==> src/rtl/button_debouncer_mc.sv <==
// rtl/button_debouncer_mc.sv - multi-channel button synchroniser, debouncer, edge and press-length detector
module button_debouncer_mc #(
  parameter int CLK_FREQ    = 100_000,
  parameter int DEBOUNCE_MS = 20,
  parameter int LONG_MS     = 300,
  parameter int N_CH        = 4,
  parameter bit ACTIVE_LOW  = 1'b0
) (
  input  logic            clk,
  input  logic            rst,
  input  logic [N_CH-1:0] btn_in,
  output logic [N_CH-1:0] btn_out,
  output logic [N_CH-1:0] rise_pulse,
  output logic [N_CH-1:0] fall_pulse,
  output logic [N_CH-1:0] long_pulse,
  output logic [N_CH-1:0] long_held,
  output logic [N_CH-1:0] short_pulse
);

  localparam int DB_CYCLES   = CLK_FREQ / 1000 * DEBOUNCE_MS;
  localparam int LONG_CYCLES = CLK_FREQ / 1000 * LONG_MS;
  localparam int DB_W        = $clog2(DB_CYCLES + 1);
  localparam int HOLD_W      = $clog2(LONG_CYCLES + 1);

  localparam logic [DB_W-1:0]   DB_LAST   = DB_W'(DB_CYCLES - 1);
  localparam logic [HOLD_W-1:0] LONG_LAST = HOLD_W'(LONG_CYCLES - 1);

  typedef enum logic [1:0] {
    IDLE  = 2'd0,
    COUNT = 2'd1,
    LONG  = 2'd2
  } hold_state_t;

  logic [N_CH-1:0] pin_level;

  assign pin_level = btn_in ^ {N_CH{ACTIVE_LOW}};

  for (genvar ch = 0; ch < N_CH; ch++) begin : g_ch
    logic              s1;
    logic              s2;
    logic              stable;
    logic              stable_nxt;
    logic [DB_W-1:0]   db_cnt;
    logic [DB_W-1:0]   db_cnt_nxt;
    logic [HOLD_W-1:0] hold_cnt;
    logic [HOLD_W-1:0] hold_cnt_nxt;
    hold_state_t       state;
    hold_state_t       state_nxt;
    logic              rise_ev;
    logic              fall_ev;
    logic              long_ev;
    logic              short_ev;
    logic              rise_q;
    logic              fall_q;
    logic              long_q;
    logic              short_q;

    // Any sample that agrees with the stable level restarts the window.
    always_comb begin
      stable_nxt = stable;
      db_cnt_nxt = db_cnt + DB_W'(1);
      if (s2 == stable) begin
        db_cnt_nxt = '0;
      end else if (db_cnt == DB_LAST) begin
        stable_nxt = s2;
        db_cnt_nxt = '0;
      end
    end

    assign rise_ev = stable_nxt & ~stable;
    assign fall_ev = ~stable_nxt & stable;

    // A release on the edge that would fire long_pulse is reported as short.
    always_comb begin
      state_nxt    = state;
      hold_cnt_nxt = hold_cnt;
      long_ev      = 1'b0;
      short_ev     = 1'b0;
      case (state)
        IDLE: begin
          hold_cnt_nxt = '0;
          if (rise_ev) begin
            state_nxt = COUNT;
          end
        end
        COUNT: begin
          if (fall_ev) begin
            short_ev     = 1'b1;
            state_nxt    = IDLE;
            hold_cnt_nxt = '0;
          end else if (hold_cnt == LONG_LAST) begin
            long_ev   = 1'b1;
            state_nxt = LONG;
          end else begin
            hold_cnt_nxt = hold_cnt + HOLD_W'(1);
          end
        end
        LONG: begin
          if (fall_ev) begin
            state_nxt    = IDLE;
            hold_cnt_nxt = '0;
          end
        end
        default: begin
          state_nxt    = IDLE;
          hold_cnt_nxt = '0;
        end
      endcase
    end

    always_ff @(posedge clk) begin
      if (rst) begin
        s1       <= 1'b0;
        s2       <= 1'b0;
        stable   <= 1'b0;
        db_cnt   <= '0;
        hold_cnt <= '0;
        state    <= IDLE;
        rise_q   <= 1'b0;
        fall_q   <= 1'b0;
        long_q   <= 1'b0;
        short_q  <= 1'b0;
      end else begin
        s1       <= pin_level[ch];
        s2       <= s1;
        stable   <= stable_nxt;
        db_cnt   <= db_cnt_nxt;
        hold_cnt <= hold_cnt_nxt;
        state    <= state_nxt;
        rise_q   <= rise_ev;
        fall_q   <= fall_ev;
        long_q   <= long_ev;
        short_q  <= short_ev;
      end
    end

    assign btn_out[ch]     = stable;
    assign rise_pulse[ch]  = rise_q;
    assign fall_pulse[ch]  = fall_q;
    assign long_pulse[ch]  = long_q;
    assign short_pulse[ch] = short_q;
    assign long_held[ch]   = (state == LONG);
  end

endmodule

==> config.mk <==
export PLATFORM = sky130hd
export DESIGN_NAME = button_debouncer_mc
export DESIGN_NICKNAME = d
export VERILOG_FILES = /design/src/rtl/button_debouncer_mc.sv
export SDC_FILE = /design/constraint.sdc
export NUM_CORES = 1
export LEC_CHECK = 0
export CAP_MARGIN = 20
export CORE_ASPECT_RATIO = 1.5
export CORE_MARGIN = 8
export CORE_UTILIZATION = 45
export CTS_BUF_LIST = sky130_fd_sc_hd__clkbuf_2 sky130_fd_sc_hd__clkbuf_4 sky130_fd_sc_hd__clkbuf_8
export DETAILED_ROUTE_END_ITERATION = 16
export GPL_TIMING_DRIVEN = 0
export PLACE_DENSITY_LB_ADDON = 0.08
export SETUP_SLACK_MARGIN = 0.1
export SLEW_MARGIN = 5
export SYNTH_ARGS = -nofsm -noshare
export SYNTH_HDL_FRONTEND = slang
export SYNTH_SLANG_ARGS = --single-unit
==> constraint.sdc <==
create_clock -name clk -period 2.6 [get_ports clk]
set_input_delay 0.65 -clock clk [delete_from_list [all_inputs] [get_ports clk]]
set_output_delay 0.65 -clock clk [all_outputs]
set_load 0.005 [all_outputs]
* Word level (Yosys, flattened, before mapping)
Cells that the tools add are included.
Word-level totals: register bits 140, logic and storage cells 180, output and inout port bits 24
Operators by class: add/sub/neg operators 8, reduce and logical (&&, ||, !) cells 24, mux-type cells 52, equality and inequality tests 36, bitwise logic cells 20
Operators by type and width (count):
- $mux 15 | 12
- $pmux 15 s2 | 4
- $add 15x1->15 const B | 4
- $eq 15x15->1 const B | 4
- $add 11x1->11 const B | 4
- $eq 11x11->1 const B | 4
- $mux 2 | 16
- $ne 3x3->1 const B | 8
- $pmux 2 s3 | 4
- $reduce_or 3->1 | 8
- $mux 1 | 16
- $not 1->1 | 12
- $reduce_and 3->1 | 4
- $and 1x1->1 | 8
- $eq 2x1->1 const B | 4
- $eq 2x2->1 const B | 4
- $logic_not 2->1 | 4
- $ne 2x1->1 const B | 4
- $ne 2x2->1 const B | 4
- $reduce_and 2->1 | 4
- $reduce_or 2->1 | 4
- $eq 1x1->1 | 4

* Logic depth before layout (Yosys ltp)
Gate-level depths: netlist of run 1.
depth in word-level cells 7, mapped depth 8, gate-level depth less buffers 6

* Least setup slack after synthesis of run 1
OpenSTA, ideal clock, no wires.
kind register -> register, from reg g_ch[1].hold_cnt[0], to reg g_ch[1].hold_cnt[6], library setup time 0.119 ns, period minus slack after synthesis 2.126 ns, data arrival time 2.008 ns, stages on the path, launching flop included 7, data required time 2.481 ns, path buffers 0, setup slack 0.474 ns, path through dfxtp_1 -> ha_1 -> nand3_1 -> or4_4 -> a211oi_4 -> nor3_2 -> o221a_1
On the way: cells in the longest elaborated chain, start to end 4, elaborated cells on any way between the ends 7
Ends and longest elaborated chain:
- start, declared | RTL line 45 | logic [HOLD_W-1:0] hold_cnt;
- start signal, assigned | RTL line 128 | hold_cnt <= hold_cnt_nxt;
- $add 15x1->15 | RTL line 95 | hold_cnt_nxt = hold_cnt + HOLD_W'(1);
- $mux 15 | RTL line 91 | end else if (hold_cnt == LONG_LAST) begin
- $mux 15 | RTL line 87 | if (fall_ev) begin
- $pmux 15 s2 | RTL line 79 | case (state)
Several ways; a longest one is shown, not always the timed one. The select of a mux whose other input is x is not followed. A chain may end at the register's enable or synchronous reset.

* Worst setup path in the final report of run 1
Same ends and word-level chain as after synthesis.

==> metrics.cfg, run 1 <==
[run_status]
status=finished clean

[clock_tree]
clk_latency_ps=440
cts_buffer_depth=2
cts_made_buffers=17
htreeDepth=4
cts_tree=built
cts.clk_slew.worst_paths_ps=80
clock_sinks=140
cts_root_buf=clkbuf_8

[yosys]
netlist_area_sq_um=6530
syn_nets=757
async_reset_ff_frac=0
yosysSeqAreaShare=0.429
synth_edf_count=0
netlist_instances=743
synth_ff_type=dfxtp_1
avgSynthCellArea_sq_um=8.78
ys_warn_count=0
ys_types=68
synth_seq_cells=140

[critical_path]
crit_arrival_ps=2720
required_ps=2940
critPathMaxStageDelay_ps=660
start_kind=flop
cpMaxStageDelayCell=or4_4
cp_max_fo=8
crit_path_end_kind=flop
path_cells=ha_1 -> nand3_1 -> or4_4 -> a211oi_4 -> buf_12 -> nor3_2 -> o221a_1
crit_type=flop to flop

[global_route]
grt_pass1_wl_mm=25.5
grt.total_usage=0.168
grt_pass1_vias=5554
antenna_found_initial=0
overflow=0
grt_start_max_net_pins=17

[final_layout]
multi_input_area_sq_um=3450
final_nets=806
fin_cells=1001
final-seq-area_sq_um=2800
drive_above_1_share=0.101
diodes=0
fillerInstances=1405
mostFrequentLayoutCells=dfxtp_1 (140), nor2_1 (93), nand3_1 (52)
area_growth_pct=15.3
final_common_cell=dfxtp_1

[sta]
fin_skew_ps=8.46
rsz0062_at_grt=no
slew_viol_final=0
timing.setup.tns_ps=0
tightest_slew_ps=760
min_period_ps=2370
slew_headroom=0.490
setup_slack_ps=227
finalHoldViolCount=0
finalCritPeriodShare=0.913
fmax_mhz=421
setup_viol=0
holdWs_ps=439

[pwr]
p_clk_frac=0.448
netSwitchingFraction=0.226
p_seq_frac=0.532
p_int_mw=3.14
p_sw_uw=919
p_total_mw=4.06
p_leak_nw=2.59
comb_power_share=0.020
power_density_nw_per_um2=539
vdd_ir_drop_max_uv=297

[floorplan]
core_area_sq_um=14400
dieArea_sq_um=18700
die_y_um=163
die_w_um=114
initial_core_util=0.453
rows=54
top_level_ports=30

[placed_design]
pre_cts_ws_ps=-762
dpl.hpwl_mm=10.9
placed_cells=968
routabilityCongestion=0.857
portBuffers=29

[routing]
wl_per_cell_um=15.1
drtIter0Drc=268
wl_mm=15.1
ant_nets=0
viasPerCell=5.56
num_vias=5570
drc=0
first_pass_iters=4

[min_path]
hp-class=flop to flop

[run]
maxCapViolations=0

## synthesized netlist by cell type, drive strengths merged (3+ instances only)
cell / instances / area share
nand4b: 7 / 0.0094
ha: 8 / 0.015
a22oi: 3 / 0.0035
o21ai: 21 / 0.018
nor4: 10 / 0.011
or3: 12 / 0.012
nor3: 41 / 0.034
a211o: 8 / 0.011
nand4bb: 6 / 0.013
nand3: 52 / 0.040
o211ai: 4 / 0.0046
nor2b: 17 / 0.016
o32ai: 5 / 0.0067
and4: 4 / 0.0054
a22o: 5 / 0.0067
a221o: 5 / 0.0077
buf: 28 / 0.029
nand2: 49 / 0.028
nand2b: 11 / 0.011
xor2: 19 / 0.025
or3b: 3 / 0.0040
clkbuf: 16 / 0.0092
a31oi: 6 / 0.0058
nor2: 93 / 0.053
and3: 27 / 0.026
or4: 6 / 0.0075
nand4: 13 / 0.012
a21oi: 22 / 0.017
mux2i: 8 / 0.012
o22ai: 3 / 0.0029
a32o: 6 / 0.0092
and2: 6 / 0.0058
dfxtp: 140 / 0.43
xnor2: 21 / 0.028
a41oi: 6 / 0.0081
inv: 12 / 0.0069
a21o: 4 / 0.0046
nor3b: 6 / 0.0069
## registers in the layout, summed over array words and instances, names as in the netlist
register,cells
g_ch.hold_cnt,60
g_ch.s1,4
g_ch.rise_q,4
g_ch.state,8
g_ch.long_q,4
g_ch.s2,4
g_ch.fall_q,4
g_ch.short_q,4
g_ch.db_cnt,44
g_ch.stable,4
## cells by family after synthesis
logic type | share of synthesized area
AOI/OAI and AO/OA | 0.136
and+or+nand+nor | 0.307
adders and majority gates | 0.0153
muxes | 0.0140
buffers and inverters | 0.0454
DFF | 0.429
xor gates and xnor gates | 0.0537
## path summary, 6_finish.rpt
kind	from	end	slack [ps]	cells past startpoint
worst min-delay path	g_ch[0].s1	g_ch[0].s2	440	1
worst max register to register	g_ch[1].hold_cnt[0]	g_ch[1].hold_cnt[6]	230	7
worst min register to register	g_ch[0].s1	g_ch[0].s2	440	1
worst max-delay path	g_ch[1].hold_cnt[0]	g_ch[1].hold_cnt[6]	230	7
## through the flow
stage | area (sq um) | util
6_report | 7530 | 0.523
5_1_grt | 7530 | 0.523
4_1_cts | 7480 | 0.520
3_5_place_dp | 7060 | 0.491
3_3_place_gp | 7060 | 0.491
2_1_floorplan | 6530 | -
## per-layer routing
metal  track usage  wire (um)
met1         0.181       6410
met2         0.298       7700
met3        0.0359        600
met4        0.0948        355
met5             0          0
## power groups by stage
stage	Combinational [mW]	Clock, mW	Sequential [mW]
final	0.0827	1.82	2.16
after global routing	0.0909	1.97	2.16
after CTS	0.0836	1.88	2.16
after detailed placement	0.0830	0	2.21
after global placement	0.0814	0	2.21
after floorplan	0.0497	0	2.21
## worst max-delay path: cells and delay by family, from the launching register on
kind,cells,cell delay (ps)
AND/OR/NAND/NOR,3,980
AO/OA/AOI/OAI,2,520
flip-flops,1,400
adder cells (fa/ha/maj),1,220
buffers and inverters,1,160
## layout make-up
class | count | share of cell area
inverter | 12 | 0.00599
timing repair buffer | 31 | 0.0419
buffer | 43 | 0.0341
sequential | 140 | 0.372
tap | 196 | 0.0326
clock buffer | 18 | 0.0321
clock inverter | 14 | 0.0226
multi-input combinational | 547 | 0.458
## repair_timing
| item | 4_1_cts | 5_1_grt |
|---|---|---|
| pin swaps | 0 | 1 |
| gates resized for setup | 4 | 11 |
| setup endpoints to repair | 31 | 24 |
| endpoints found under the hold margin | 0 | 0 |
| cloned | 0 | 0 |
| buffers inserted | 0 | 1 |
| hold buffers | 0 | 0 |
No activity file was read; power rests on OpenSTA's default activity.
==> inputs of run 2 (changes only) <==
CAP_MARGIN = 15   (was 20)
CTS_CLUSTER_DIAMETER = 100   (was unset)
SETUP_SLACK_MARGIN = 0.2   (was 0.1)
==> run 2 against run 1 <==
- global-route usage increased by 0.11 points
- sequential power barely moved
- first-iteration DRC count is 22% higher
- die area unchanged
- utilization up 0.31 points
- critical path depth shrank 2
- worst setup slack improved by 48 ps
- power about the same
- hold slack barely moved
- highest routed layer unchanged
==> metrics.cfg, run 2 (synthesized netlist as in run 1, its figures left out) <==
[run_status]
status=finished clean

[critical_path]
start_kind=input pin
cp_top_family=buffers and inverters
crit_type=input pin to flop
cp_max_fo=10
critPathMaxStageDelay_ps=630
path_buf_inv=4
cpMaxStageDelayCell=clkdlybuf4s50_1
required_ps=2920
crit_arrival_ps=2640
path_cells=clkdlybuf4s50_1 -> buf_2 -> clkbuf_1 -> buf_2 -> nor3_1
crit_path_end_kind=flop
crit_path_frequent_cell=buf_2

[sta]
min_period_ps=2320
rsz0062_at_grt=no
slew_headroom=0.454
setup_viol=0
finalCritPeriodShare=0.894
tightest_slew_ps=810
slew_viol_final=0
fin_skew_ps=8.41
timing.setup.tns_ps=0
fmax_mhz=430
finalHoldViolCount=0

[global_route]
grt_start_max_net_pins=17
antenna_found_initial=0
grt.met1_usage=0.181
overflow=0
top_usage_layer=met2
grt_pass1_vias=5614
grt_use_met2=0.298
grt_pass1_wl_mm=25.7
grtUsageMet3=0.0359
grt.total_usage=0.169

[routing]
wl_mm=15.2
first_pass_iters=5
drtIter0Drc=326
wl_per_cell_um=15.2
drc=0
ant_nets=0
num_vias=5625
viasPerCell=5.61

[floorplan]
die_y_um=163
initial_core_util=0.453
core_area_sq_um=14400
die_w_um=114
rows=54
top_level_ports=30
dieArea_sq_um=18700

[final_layout]
post-route-util=0.526
mostFrequentLayoutCells=dfxtp_1 (140), nor2_1 (93), nand3_1 (51)
largest_reg_flops=60
area_growth_pct=16.0
top_regs=g_ch.hold_cnt (60), g_ch.db_cnt (44), g_ch.state (8)
final_nets=808
diodes=0
fillerInstances=1396
final_common_cell=dfxtp_1
largest_register=g_ch.hold_cnt
drive_above_1_share=0.112

[pwr]
power_density_nw_per_um2=536
p_total_mw=4.06
vdd_ir_drop_max_uv=297
p_leak_nw=2.62

[clock_tree]
cts_tree=built
ctsHoldBuffers=0
htreeDepth=4
cts_made_buffers=17
cts_root_buf=clkbuf_8
cts_buffer_depth=2
clk_latency_ps=450
clock_sinks=140
cts.clk_slew.worst_paths_ps=80

[placed_design]
routabilityCongestion=0.857
portBuffers=29
dpl.hpwl_mm=10.9

[min_path]
hp-class=flop to flop

[run]
maxCapViolations=0

==> run 2: cell types whose count changed in the layout (fill, tap and decap cells not counted), moves of 2 or more <==
cell      change
clkbuf_2      +2
o21ai_0       -2
nor2b_4       +3
nor2b_2       -3
buf_4         +3
o21ai_1       +2
clkbuf_1      -2
==> run 2: through the flow <==
step | hold WS [ps] | instance area, sq um | setup WS (ps) | cells
2_1_floorplan | 413 | 6530 | 474 | 743
3_3_place_gp | 419 | 7060 | -760 | 968
3_5_place_dp | 426 | 7060 | -762 | 968
4_1_cts | 445 | 7530 | 205 | 1003
5_1_grt | 461 | 7570 | 208 | 1003
6_report | 439 | 7570 | 275 | 1003
==> run 2: cell type report <==
| class | instances | area (sq um) | share of cell area |
|---|---|---|---|
| multi-input cells | 547 | 3490 | 0.461 |
| flip-flops and latches | 140 | 2800 | 0.370 |
| repair buffers | 32 | 313 | 0.0413 |
| plain buffers | 44 | 265 | 0.0350 |
| well taps | 196 | 245 | 0.0324 |
| clock buffers | 18 | 241 | 0.0319 |
| clock inverters | 14 | 170 | 0.0225 |
| inverters | 12 | 45.0 | 0.00595 |
==> run 2: path summary, 6_finish.rpt <==
check	from	endpoint	slack (ps)	depth (start not counted)
min	g_ch[0].s1	g_ch[0].s2	440	1
max reg2reg	g_ch[1].hold_cnt[0]	g_ch[1].hold_cnt[6]	310	7
max	rst	g_ch[0].long_q	280	5
min reg2reg	g_ch[0].s1	g_ch[0].s2	440	1
==> run 2: power by group <==
group | leakage (nW) | internal (mW) | total [mW] | switching [mW]
Combinational | 1.29 | 0.0282 | 0.0829 | 0.0547
Clock | 0.199 | 0.960 | 1.82 | 0.857
Sequential | 1.13 | 2.15 | 2.16 | 0.00856
==> run 2: per-layer routing <==
layer	vias to the layer above	share of wire	wire (um)
met5	-	0	0
met4	0	0.029	438
met3	35	0.036	554
met2	123	0.52	7840
met1	2670	0.42	6380
li1	2797	-	-
==> run 2: timing repair <==
item,in CTS,in global routing
resized for setup,11,20
endpoints found under the setup margin,38,30
buffers inserted,3,0
cloned,0,0
pin swaps,1,0
hold endpoints to repair,0,0
==> RTL change 1: new RTL, settings of run 2 <==
Make the reset (`rst`) asynchronous in one clocked block.
--- a/src/rtl/button_debouncer_mc.sv
+++ b/src/rtl/button_debouncer_mc.sv
@@ -108,7 +108,7 @@
       endcase
     end
 
-    always_ff @(posedge clk) begin
+    always_ff @(posedge clk or posedge rst) begin
       if (rst) begin
         s1       <= 1'b0;
         s2       <= 1'b0;
Behaviour: no difference found for any inputs over 10 cycles, from zero or initial values and one cycle with rst high; that may be too few to reach the edited logic, so the function may still have changed.
==> RTL change 1 against run 2 <==
First-iteration DRC count is 3.7% higher; maximum frequency increased by 0.63%; via count rose by 1.5%; synthesized area rose by 11%; utilization decreased by 0.61 points; setup slack gained 0.014 ns; sequential cell count is the same; largest cell class is now sequential cells; largest power group unchanged; power shrank 2.3%; hold slack worse by 0.082 ns; clock skew is 0.0028 ns higher; routed wire length is 0.43% lower; cell area up 9.7%; count of clock-buffer cells in the layout increased by 6; register-to-register slack improved by 0.25 ns.
==> RTL change 1: results (changes against run 2) <==
status=complete, no violations; met2 Use GR=0.280 (-0.0176); Switch Pwr=0.870 mW (-5.4%); Worst path max stage delay=0.50 ns (-0.13 ns); Reg-to-Reg End=g_ch[0].hold_cnt[12]; CP arrival=1.66 ns (-0.98 ns); nonclk buf count=75 (-1.3%); hold path depth=0 (-1); total track usage=0.157 (-0.0121); met2 wire len=7.88 mm (+0.60%); Internal Power=3.10 mW (-1.3%); first-pass GRT wire length=26.7 mm (+3.7%); post-CTS setup buffer count=4 (+1); Avg Cell Area, Syn=9.78 um2 (+11%); met1 Track Usage GR=0.177 (-0.00461); Synth Area in Compound Gates=0.100 (-0.0355); Initial DRC Count=338 (+3.7%); Worst-Skew Late Latency=0.43 ns (-0.02 ns); clk cell area share=0.0446 (-0.00979); register area share after synthesis=0.485 (+0.0553); Post-DP Area=0.00786 mm2 (+11%); Reg power frac=0.559 (+0.027); final std cells w/o fill=1,014 (+1.1%); Lkg Pwr=3.40 nW (+30%); Seq area share=0.422 (+0.0516); met1 wire length=6.54 mm (+2.5%); largest net degree at the start of global routing=41 (+24); layout cells sized above 1=0.114 (+0.00234); Worst Hold Launch=g_ch[1].s1; Placer Congestion=0.852 (-0.53%); R2R depth=5 (-2); metal3 WL=492 um (-11%); post_cts resized=18 (+7)
==> RTL change 1: cell count changes after synthesis, sizes merged, moves of 7 or more <==
cell / run 2 / this run
and3: 27 / 18
dfrtp: 0 / 140
nand3: 52 / 45
nand4: 13 / 29
dfxtp: 140 / 0
or3: 12 / 19
nor2: 93 / 72
inv: 12 / 24
nor2b: 17 / 7
a21oi: 22 / 44
nor3: 41 / 21
==> RTL change 1: worst max path at each step <==
| stage | slack [ns] | end | cells past startpoint |
|---|---|---|---|
| 5_1_grt | 0.21 | long_held[3] | 5 |
| 2_1_floorplan | 0.20 | g_ch[0].db_cnt[0] | 1 |
| 3_5_place_dp | 0.04 | long_held[3] | 5 |
| 3_3_place_gp | -1.06 | g_ch[1].hold_cnt[6] | 2 |
| 6_report | 0.29 | long_held[1] | 3 |
| 4_1_cts | 0.21 | long_held[2] | 3 |
==> RTL change 2: new RTL, config.mk and constraints of run 2 <==
Made on the original files. Change the parameter `ACTIVE_LOW` from 1'b0 to 1'b1.
--- a/src/rtl/button_debouncer_mc.sv
+++ b/src/rtl/button_debouncer_mc.sv
@@ -4,7 +4,7 @@
   parameter int DEBOUNCE_MS = 20,
   parameter int LONG_MS     = 300,
   parameter int N_CH        = 4,
-  parameter bit ACTIVE_LOW  = 1'b0
+  parameter bit ACTIVE_LOW  = 1'b1
 ) (
   input  logic            clk,
   input  logic            rst,
Check against the original RTL: same outputs for any inputs over 10 cycles, from zero or initial values and one cycle with rst high; that may be too few to reach the edited logic, so the function may still have changed.
==> RTL change 2 against run 2 <==
Setup slack improved by 0.031 ns; sequential cell count unchanged; routed wire length down 4.5%; synthesized area is 0.75% lower; cell area down 1.6%; count of clock-buffer cells in the layout rose by 4; critical path type is now flip-flop to primary output; largest cell class unchanged; non-clock buffer count shrank 5; combinational power is 33% higher; power rose by 1.0%.
==> RTL change 2: results (changes against run 2) <==
post_cts resized=1 (-10); TritonRoute pass-1 iters=7 (+2); Multi-input gate area=0.00339 mm2 (-2.8%); Slew headroom=0.518 (+0.0636); hold endpoint=g_ch[0].db_cnt[0]; NonClk Buf Share=0.0704 (-0.00599); Placer Congestion=0.849 (-0.88%); top cells by area, synth=dfxtp_1 43%, nor2_1 5.2%, xnor2_1 3.8%; PortBufs=28 (-3.4%); Post-DP Area=0.00700 mm2 (-0.90%); fill count=1,385 (-0.79%); Reg-to-Reg End=g_ch[0].hold_cnt[14]; first-pass GRT wire length=24.7 mm (-4.1%); Worst Hold Launch=g_ch[0].db_cnt[0]; DR vias/cell=5.52 (-1.5%); VDD IR-drop max=295 uV (-0.42%); status=complete, no violations; vias in the first global route=5,393 (-3.9%); layout cells sized above 1=0.0897 (-0.0218); pre-CTS setup slack=-0.129 ns (+0.633 ns); drt wl/cell=14.4 um (-4.8%); Signal inverters=23 (+11); setup ws final=0.306 ns (+0.0305 ns); # clk buffers=22 (+4); flop2flop setup slack=0.38 ns (+0.07 ns); CP Launch Point=g_ch[0].state[0]; Worst path max stage delay=0.51 ns (-0.12 ns); dpl cells=977 (+0.93%); total track usage=0.162 (-0.00687); multi-input combinational area share=0.455 (-0.00550); #MultiIn Comb=551 (+0.73%); syn nets=771 (+1.8%); DP Wirelength=10.5 mm (-3.2%); Lkg Pwr=2.57 nW (-1.8%); Final nets=818 (+1.2%); hold_ws=0.444 ns (+0.00463 ns); Clock Skew=0.0148 ns (+0.00639 ns); cell count after synthesis=757 (+1.9%)
-- RTL change 2: kinds of logic after synthesis --
| group | synth area share |
|---|---|
| fa+ha+maj | 0.0155 |
| buf+inv | 0.0506 |
| mux | 0.00792 |
| simple gates | 0.312 |
| compound gates | 0.117 |
| xor+xnor | 0.0649 |
| flops | 0.433 |
-- RTL change 2: worst reg2reg max path: cells and delay by family (launching register included) --
| family | cells | cell delay [ns] |
|---|---|---|
| simple gates | 4 | 0.84 |
| compound gates | 1 | 0.30 |
| flops | 1 | 0.35 |
| fa+ha+maj | 1 | 0.19 |
| buf+inv | 1 | 0.43 |
-- RTL change 2: report_power, final --
group | switching, mW | internal (mW)
clock network | 0.792 | 1.03
logic | 0.0731 | 0.0373
registers | 0.0130 | 2.16
total | 0.878 | 3.22
-- RTL change 2: metal layers --
metal  up-vias  GRT usage  wire length [um]
met1      2634      0.171              6110
met2        88      0.294              7590
met4         0     0.0650               283
met3        22     0.0468               538
met5         -          0                 0
li1       2813          -                 -
